===== src/rtl/sp_ram_pkg.sv =====
// rtl/sp_ram_pkg.sv - shared response type and constants for the single-port RAM initiator
package sp_ram_pkg;

    localparam int SP_RAM_RD_LATENCY = 1;
    localparam int SP_RAM_DATA_W     = 32;

    typedef struct packed {
        logic [SP_RAM_DATA_W-1:0] data;
        logic                     err;
        logic                     is_write;
    } sp_ram_resp_t;

endpackage


===== src/rtl/sp_ram_resp_fifo.sv =====
// rtl/sp_ram_resp_fifo.sv - circular response FIFO, any depth >= 2, head reads as zero when empty
module sp_ram_resp_fifo
    import sp_ram_pkg::*;
#(
    parameter int  DEPTH = 4,
    parameter type T     = sp_ram_resp_t
) (
    input  logic clk,
    input  logic rstn,
    input  logic push,
    input  T     din,
    input  logic pop,
    output T     dout,
    output logic full,
    output logic empty
);

    localparam int PW = (DEPTH > 1) ? $clog2(DEPTH) : 1;
    localparam int CW = $clog2(DEPTH + 1);

    T               mem [DEPTH];
    logic [PW-1:0]  wptr;
    logic [PW-1:0]  rptr;
    logic [CW-1:0]  count;

    // Pointers wrap explicitly so non-power-of-two depths behave.
    function automatic logic [PW-1:0] ptr_inc(input logic [PW-1:0] p);
        return (p == PW'(DEPTH - 1)) ? '0 : p + PW'(1);
    endfunction

    assign full  = (count == CW'(DEPTH));
    assign empty = (count == '0);
    assign dout  = empty ? '0 : mem[rptr];

    always_ff @(posedge clk) begin
        if (push) begin
            mem[wptr] <= din;
        end
    end

    always_ff @(posedge clk or negedge rstn) begin
        if (!rstn) begin
            wptr  <= '0;
            rptr  <= '0;
            count <= '0;
        end else begin
            if (push) begin
                wptr <= ptr_inc(wptr);
            end
            if (pop) begin
                rptr <= ptr_inc(rptr);
            end
            count <= count + CW'(push) - CW'(pop);
        end
    end

endmodule


===== src/rtl/sp_ram_master.sv =====
// rtl/sp_ram_master.sv - req/gnt to single-port RAM initiator; SP_RAM_MASTER_OOR_ERR_EN enables out-of-range error responses
module sp_ram_master
    import sp_ram_pkg::*;
#(
    parameter int RAM_SIZE   = 32768,
    parameter int ADDR_WIDTH = $clog2(RAM_SIZE),
    parameter int DATA_WIDTH = 32,
    parameter int RESP_DEPTH = 4
) (
    input  logic                    clk,
    input  logic                    rstn_i,
    input  logic                    req_i,
    input  logic [31:0]             addr_i,
    input  logic                    we_i,
    input  logic [DATA_WIDTH-1:0]   wdata_i,
    input  logic [DATA_WIDTH/8-1:0] be_i,
    output logic                    gnt_o,
    output logic                    rvalid_o,
    output logic [DATA_WIDTH-1:0]   rdata_o,
    output logic                    err_o,
    input  logic                    rready_i,
    output logic                    ram_en_o,
    output logic                    ram_we_o,
    output logic [ADDR_WIDTH-1:0]   ram_addr_o,
    output logic [DATA_WIDTH-1:0]   ram_wdata_o,
    output logic [DATA_WIDTH/8-1:0] ram_be_o,
    input  logic [DATA_WIDTH-1:0]   ram_rdata_i
);

    localparam int CNT_W = $clog2(RESP_DEPTH + 1);

    if (RESP_DEPTH < 2 || RESP_DEPTH > 16 || SP_RAM_RD_LATENCY != 1) begin : g_bad_cfg
        $error("sp_ram_master: RESP_DEPTH must be 2..16 and RAM read latency 1");
    end

    logic [CNT_W-1:0] cnt;
    logic             grant;
    logic             pop;
    logic             oor;
    logic             inf_valid;
    logic             inf_write;
    logic             inf_err;
    sp_ram_resp_t     push_resp;
    sp_ram_resp_t     head;
    logic             fifo_full;
    logic             fifo_empty;
    logic             unused_bits;

`ifdef SP_RAM_MASTER_OOR_ERR_EN
    assign oor = (addr_i >= 32'(RAM_SIZE));
`else
    assign oor = 1'b0;
`endif

    // cnt reserves a FIFO slot for every granted request, so pushes never overflow.
    assign grant = req_i && (cnt < CNT_W'(RESP_DEPTH));
    assign gnt_o = grant;

    // rstn_i gating keeps the RAM untouched while reset is held.
    assign ram_en_o    = grant && !oor && rstn_i;
    assign ram_we_o    = ram_en_o && we_i;
    assign ram_addr_o  = addr_i[ADDR_WIDTH-1:0];
    assign ram_wdata_o = wdata_i;
    assign ram_be_o    = be_i;

    assign pop      = rvalid_o && rready_i;
    assign rvalid_o = !fifo_empty;
    assign rdata_o  = DATA_WIDTH'(head.data);
    assign err_o    = head.err;

    assign unused_bits = ^{fifo_full, head.is_write, addr_i};

    always_ff @(posedge clk or negedge rstn_i) begin
        if (!rstn_i) begin
            cnt       <= '0;
            inf_valid <= 1'b0;
            inf_write <= 1'b0;
            inf_err   <= 1'b0;
        end else begin
            cnt       <= cnt + CNT_W'(grant) - CNT_W'(pop);
            inf_valid <= grant;
            if (grant) begin
                inf_write <= we_i;
                inf_err   <= oor;
            end
        end
    end

    always_comb begin
        push_resp          = '0;
        push_resp.is_write = inf_write;
        push_resp.err      = inf_err;
        if (!inf_write && !inf_err) begin
            push_resp.data = SP_RAM_DATA_W'(ram_rdata_i);
        end
    end

    sp_ram_resp_fifo #(
        .DEPTH (RESP_DEPTH),
        .T     (sp_ram_resp_t)
    ) u_resp_fifo (
        .clk   (clk),
        .rstn  (rstn_i),
        .push  (inf_valid),
        .din   (push_resp),
        .pop   (pop),
        .dout  (head),
        .full  (fifo_full),
        .empty (fifo_empty)
    );

endmodule


===== config.mk =====
export PLATFORM = sky130hd
export DESIGN_NAME = sp_ram_master
export DESIGN_NICKNAME = d
export VERILOG_FILES = /design/src/rtl/sp_ram_pkg.sv /design/src/rtl/sp_ram_resp_fifo.sv /design/src/rtl/sp_ram_master.sv
export SDC_FILE = /design/constraint.sdc
export NUM_CORES = 1
export LEC_CHECK = 0
export ABC_AREA = 1
export BUFFER_PORTS_ARGS = -buffer_cell sky130_fd_sc_hd__buf_2
export CAP_MARGIN = 20
export CORE_MARGIN = 8
export CORE_UTILIZATION = 40
export CTS_CLUSTER_DIAMETER = 30
export DETAILED_ROUTE_END_ITERATION = 10
export PLACE_DENSITY = 0.66
export SYNTH_ARGS = -nofsm -noshare
export SYNTH_HDL_FRONTEND = slang
export SYNTH_SLANG_ARGS = --single-unit

===== constraint.sdc =====
create_clock -name clk -period 2.6 [get_ports clk]
set_clock_uncertainty 0.05 [all_clocks]
set_input_delay 0.13 -clock clk [delete_from_list [all_inputs] [get_ports clk]]
set_output_delay 0.13 -clock clk [all_outputs]
set_load 0.05 [all_outputs]

; Word level (Yosys, flattened, before mapping)
; Memory sizes are Yosys's and may differ from the RTL's.
; Cells that the tools add are included.
[totals]
mem_bits_rw = 132
output_inout_bits = 88
elab_cells = 28
ff_bits = 12
memories = 1
input_bits = 105
[classes]
add_sub_neg = 6
n_eq_ne = 2
n_mux = 6
reduce_logical = 6
n_lt_le_gt_ge = 1
[memory_table]
columns = name, depth, word_bits, rd, rd_ports_with_merged_regs, write_ports, line_no
row1 = u_resp_fifo.mem, 4, 33, 1, 0, 1, sp_ram_resp_fifo.sv:21  ; T mem [DEPTH];
[ops]
columns = operator, n
row1 = $mux W34, 1
row2 = $mux W32, 1
row3 = $add A3 B1 Y3, 2
row4 = $sub A3 B1 Y3, 2
row5 = $add A2 B1 Y2 const B, 2
row6 = $eq A2 B2 Y1 const B, 2
row7 = $logic_and A1 B1 Y1, 4
row8 = $mux W2, 2
row9 = $logic_not A3 Y1, 1
row10 = $lt A3 B3 Y1 const B, 1
row11 = $mux W1, 2
row12 = $logic_not A1 Y1, 1

; Longest topological paths before layout
[logic_depth]
word_depth = 4
mapped_depth = 12
ltp_nobuf = 12

; By module
; Synthesis repeated with hierarchy kept, for this count alone.
[hier_totals]
hier_cells = 733
hier_area_um2 = 7255.7
[by_module_without_submodules]
columns = mod, area_per_inst_um2, seq_area_each_um2, n_inst, cells_each
row1 = sp_ram_resp_fifo, 6299.8, 4259.1, 1, 582
row2 = sp_ram_master, 955.9, 125.1, 1, 151

; Worst setup path before layout
; Ideal clock, no wire load.
[synth_timing]
path_kind = register -> output
from = register cnt[2]
to = output ram_we_o
arrival_ps = 1993
slack_ps = 427
required_time_ps = 2420
n_path_buf = 0
path_stages_with_launch = 4
path_cell_list = dfrtp_1 nor2_1 nand2_1 nor2_1
[synth_via]
elab_chain_cells = 4
[synth_rtl]
columns = item, line_no
row1 = "start, declared", sp_ram_master.sv:36  ; logic [CNT_W-1:0] cnt;
row2 = "start signal, assigned", sp_ram_master.sv:80  ; cnt <= cnt + CNT_W'(grant) - CNT_W'(pop);
row3 = $lt A3 B3 Y1, sp_ram_master.sv:56  ; assign grant = req_i && (cnt < CNT_W'(RESP_DEPTH));
row4 = $logic_and A1 B1 Y1, sp_ram_master.sv:56
row5 = named net gnt_o, sp_ram_master.sv:17  ; output logic gnt_o,
row6 = $logic_and A1 B1 Y1, sp_ram_master.sv:60  ; assign ram_en_o = grant && !oor && rstn_i;
row7 = $logic_and A1 B1 Y1, sp_ram_master.sv:61  ; assign ram_we_o = ram_en_o && we_i;
row8 = "end, declared", sp_ram_master.sv:23  ; output logic ram_we_o,
; The timed path passes the listed nets, and every way through them passes these cells.

; Worst setup path in the final report
[layout_timing]
from = register u_resp_fifo.rptr[1]
to = output rdata_o[28]
[layout_via]
elab_chain_cells = 2
[layout_rtl]
columns = item, line_no
row1 = "start, declared", sp_ram_resp_fifo.sv:23  ; logic [PW-1:0] rptr;
row2 = "start signal, assigned", sp_ram_resp_fifo.sv:51  ; rptr <= ptr_inc(rptr);
row3 = $mem_v2 Z4 W33, n/a
row4 = $mux W34, sp_ram_resp_fifo.sv:33  ; assign dout = empty ? '0 : mem[rptr];
row5 = "end, declared", sp_ram_master.sv:19  ; output logic [DATA_WIDTH-1:0] rdata_o,
; No other way between the ends.

==> results.ini <==
[sta]
maxSlewViolCount = 0
setup_slack_ns = 0.380
tightest_slew_ns = 0.737
finalSetupViolCount = 0
slew_headroom_pct = 50.9
max_clock_freq_ghz = 0.450
hold_violations = 0
fin_crit_ns = 2.22
rsz0062_at_grt = no
fin_setup_tns_ns = 0
fin_crit_sh_pct = 85.4

[clock_tree]
cts_tree = yes
path_clk_slew_ns = 0.05
cts_made_buffers = 17
cts_resized = 0
clock_latency_ns = 0.42
clock-sinks = 140
post-cts-setup-buffers = 0
cts_max_level = 4
cts_hold_buf = 5
cts_buffer_depth = 2
clockRootBuffer = clkbuf_16

[place]
dp_cells = 932
dpl.hpwl_mm = 8.39
pre_cts_ws_ns = 0.597
place.gp.congestion = 0.716
portBuffers = 72

[critical_path]
crit_required_ns = 2.42
crit_chain = buf_4 > nand3_1 > a21oi_1 > buf_2
critPathLaunch = u_resp_fifo.rptr[1]
end_kind = output pin
crit_fanout = 24
criticalPathCategory = register to output pin
critPathArrivalTime_ns = 2.04
critPathMaxStageDelay_ns = 0.55
startpoint_type = register
r2r_start = u_resp_fifo.count[1]
critPathTopFamily = buffers and inverters
critPathSlowestCell = dfrtp_2
cp_num_buf_inv = 2

[pwr]
p_switching_mw = 4.43
clkPwrFrac_pct = 20.3
ir_worst_vdd_mv = 0.673
p_int_mw = 5.33
pwr_density_cell_nw_per_um2 = 1300
power.share.sequential_pct = 33.5
p_leak_nw = 3.61
switching_share_pct = 45.4
comb_power_share_pct = 46.2

[global_routing]
track_usage_pct = 13.1
grt_overflow = 0
grt_pass1_vias = 4323
antenna_found_initial = 0
grt_max_degree = 68
grt_pass1_wl_mm = 21.5

[die]
die_w_um = 146
rows = 47
initial_utilization_pct = 40.9
die_h_um = 146
die_area_um2 = 21300
coreArea_um2 = 16500
num_io_pins = 193

[outcome]
status = complete, no violations

[drt]
viasPerCell = 4.37
drt_wl_total_mm = 13.4
final_antenna_net_count = 0
drt_iter0_markers = 171
vias = 4225
drcViolationCount = 0
dr.pass1.iters = 4
wl_per_cell_um = 13.9

[logic_synthesis]
synth_most_common_cell = inv_1
synth_ff_type = edfxtp_1
ys_top_cells_by_area = edfxtp_1 57%, inv_1 10%, nand2_1 8.2%, buf_4 6.1%, nand3_1 4.8%
synth_cell_types = 22
ys_seq_area_share_pct = 61.3
synth_edf_count = 128
synth_top_area_share_pct = 56.9
syn_inst = 704
yosys_warnings = 0
synth-seq-cells = 140
synth_common_cells = 180 x inv_1, 147 x nand2_1, 128 x edfxtp_1, 65 x nand3_1, 55 x buf_4
synth.avg_cell_area_um2 = 9.60
syn_area_um2 = 6760
synth_area_leader_cell = edfxtp_1
syn-num-nets = 819
synthArstFlopShare_pct = 8.57

[finish]
antenna_cells = 0
final_nets = 851
seqCellArea_um2 = 4150
postLayoutCoreUtil_pct = 45.6
fin_cells = 967
multi_input_area_um2 = 1380
fillers = 1555
drive_gt1_share_pct = 16.1
syn2layout_area_growth_pct = 11.6

[worst_hold_path]
hold_path_class = input port to register
hold_start = ram_rdata_i[24]

[run]
drv_cap = 0

==> worst min-delay path: stages <==
cell    delay [ns]
buf_2         0.09
inv_1         0.04
nor2_1        0.05
==> cell usage in the layout, fill, tap and decap left out <==
cell type and n:
nand2_2 1, buf_4 12, buf_2 72, clkbuf_16 17
clkinvlp_4 2, nand2_1 147, nor2_1 36, a21oi_1 32
dfrtp_2 2, o21ai_1 1, inv_1 176, clkinv_1 8
xnor2_1 2, or2_1 1, fa_1 2, buf_12 3
clkinv_2 4, edfxtp_1 128, nand3_1 65, inv_2 7
dfrtp_1 10, ha_1 8, o21ai_0 4, nor3_1 1
conb_1 1, dlygate4sd3_1 5
==> through the flow <==
stage | hold slack, ns | total power, mW | cell area (µm²)
finish | 0.0240 | 9.76 | 7540
CTS | 0.0110 | 9.87 | 7540
floorplan | -0.216 | 6.91 | 6760
global route | 0.0299 | 10.4 | 7540
global placement | -0.0128 | 7.80 | 7000
detailed placement | -0.0121 | 7.87 | 7000
==> registers in the layout (all words and copies together) (netlist names) <==
signal,flops
u_resp_fifo.mem,128
u_resp_fifo.count,3
inf_valid,1
u_resp_fifo.wptr,2
cnt,3
inf_write,1
u_resp_fifo.rptr,2
==> final cells by class <==
| cell class | count | area share [%] |
|---|---|---|
| clock inverters | 13 | 0.814 |
| repair buffers | 92 | 7.44 |
| multi-input cells | 301 | 18.3 |
| inverters | 184 | 9.16 |
| well taps | 220 | 3.65 |
| flip-flops and latches | 140 | 55.0 |
| clock buffers | 17 | 5.65 |
==> worst paths after layout <==
| kind | slack [ns] | end | cells past startpoint |
|---|---|---|---|
| worst min-delay path | 0.02 | u_resp_fifo.mem[2][25] | 3 |
| worst max-delay path | 0.38 | rdata_o[28] | 4 |
| worst max register to register | 0.59 | cnt[1] | 10 |
| max in group asynchronous | 2.15 | u_resp_fifo.rptr[0] | 2 |
| worst min register to register | 0.51 | inf_valid | 1 |
| min in group asynchronous | 0.10 | u_resp_fifo.count[1] | 2 |
==> kinds of logic after synthesis <==
family | after synthesis | share of synthesized area (%)
AO/OA/AOI/OAI | 37 | 2.74
flip-flops | 140 | 61.3
XOR/XNOR | 2 | 0.259
other | 1 | 0.0555
AND/OR/NAND/NOR | 251 | 15.2
adder cells (fa/ha/maj) | 10 | 2.07
buffers and inverters | 263 | 18.3
==> power by group through the flow <==
stage | clock network, mW | logic, mW | registers [mW]
2_1_floorplan | 0 | 3.68 | 3.22
3_3_place_gp | 0 | 4.49 | 3.30
3_5_place_dp | 0 | 4.55 | 3.31
4_1_cts | 2.02 | 4.59 | 3.27
5_1_grt | 2.11 | 4.95 | 3.31
6_report | 1.98 | 4.51 | 3.26
==> layer usage <==
layer	routed length [µm]	global-route usage [%]
met1	5580	14.0
met2	6830	23.0
met3	667	3.61
met4	317	6.92
met5	0	0
Note: power is estimated with default switching activity, not from simulation.
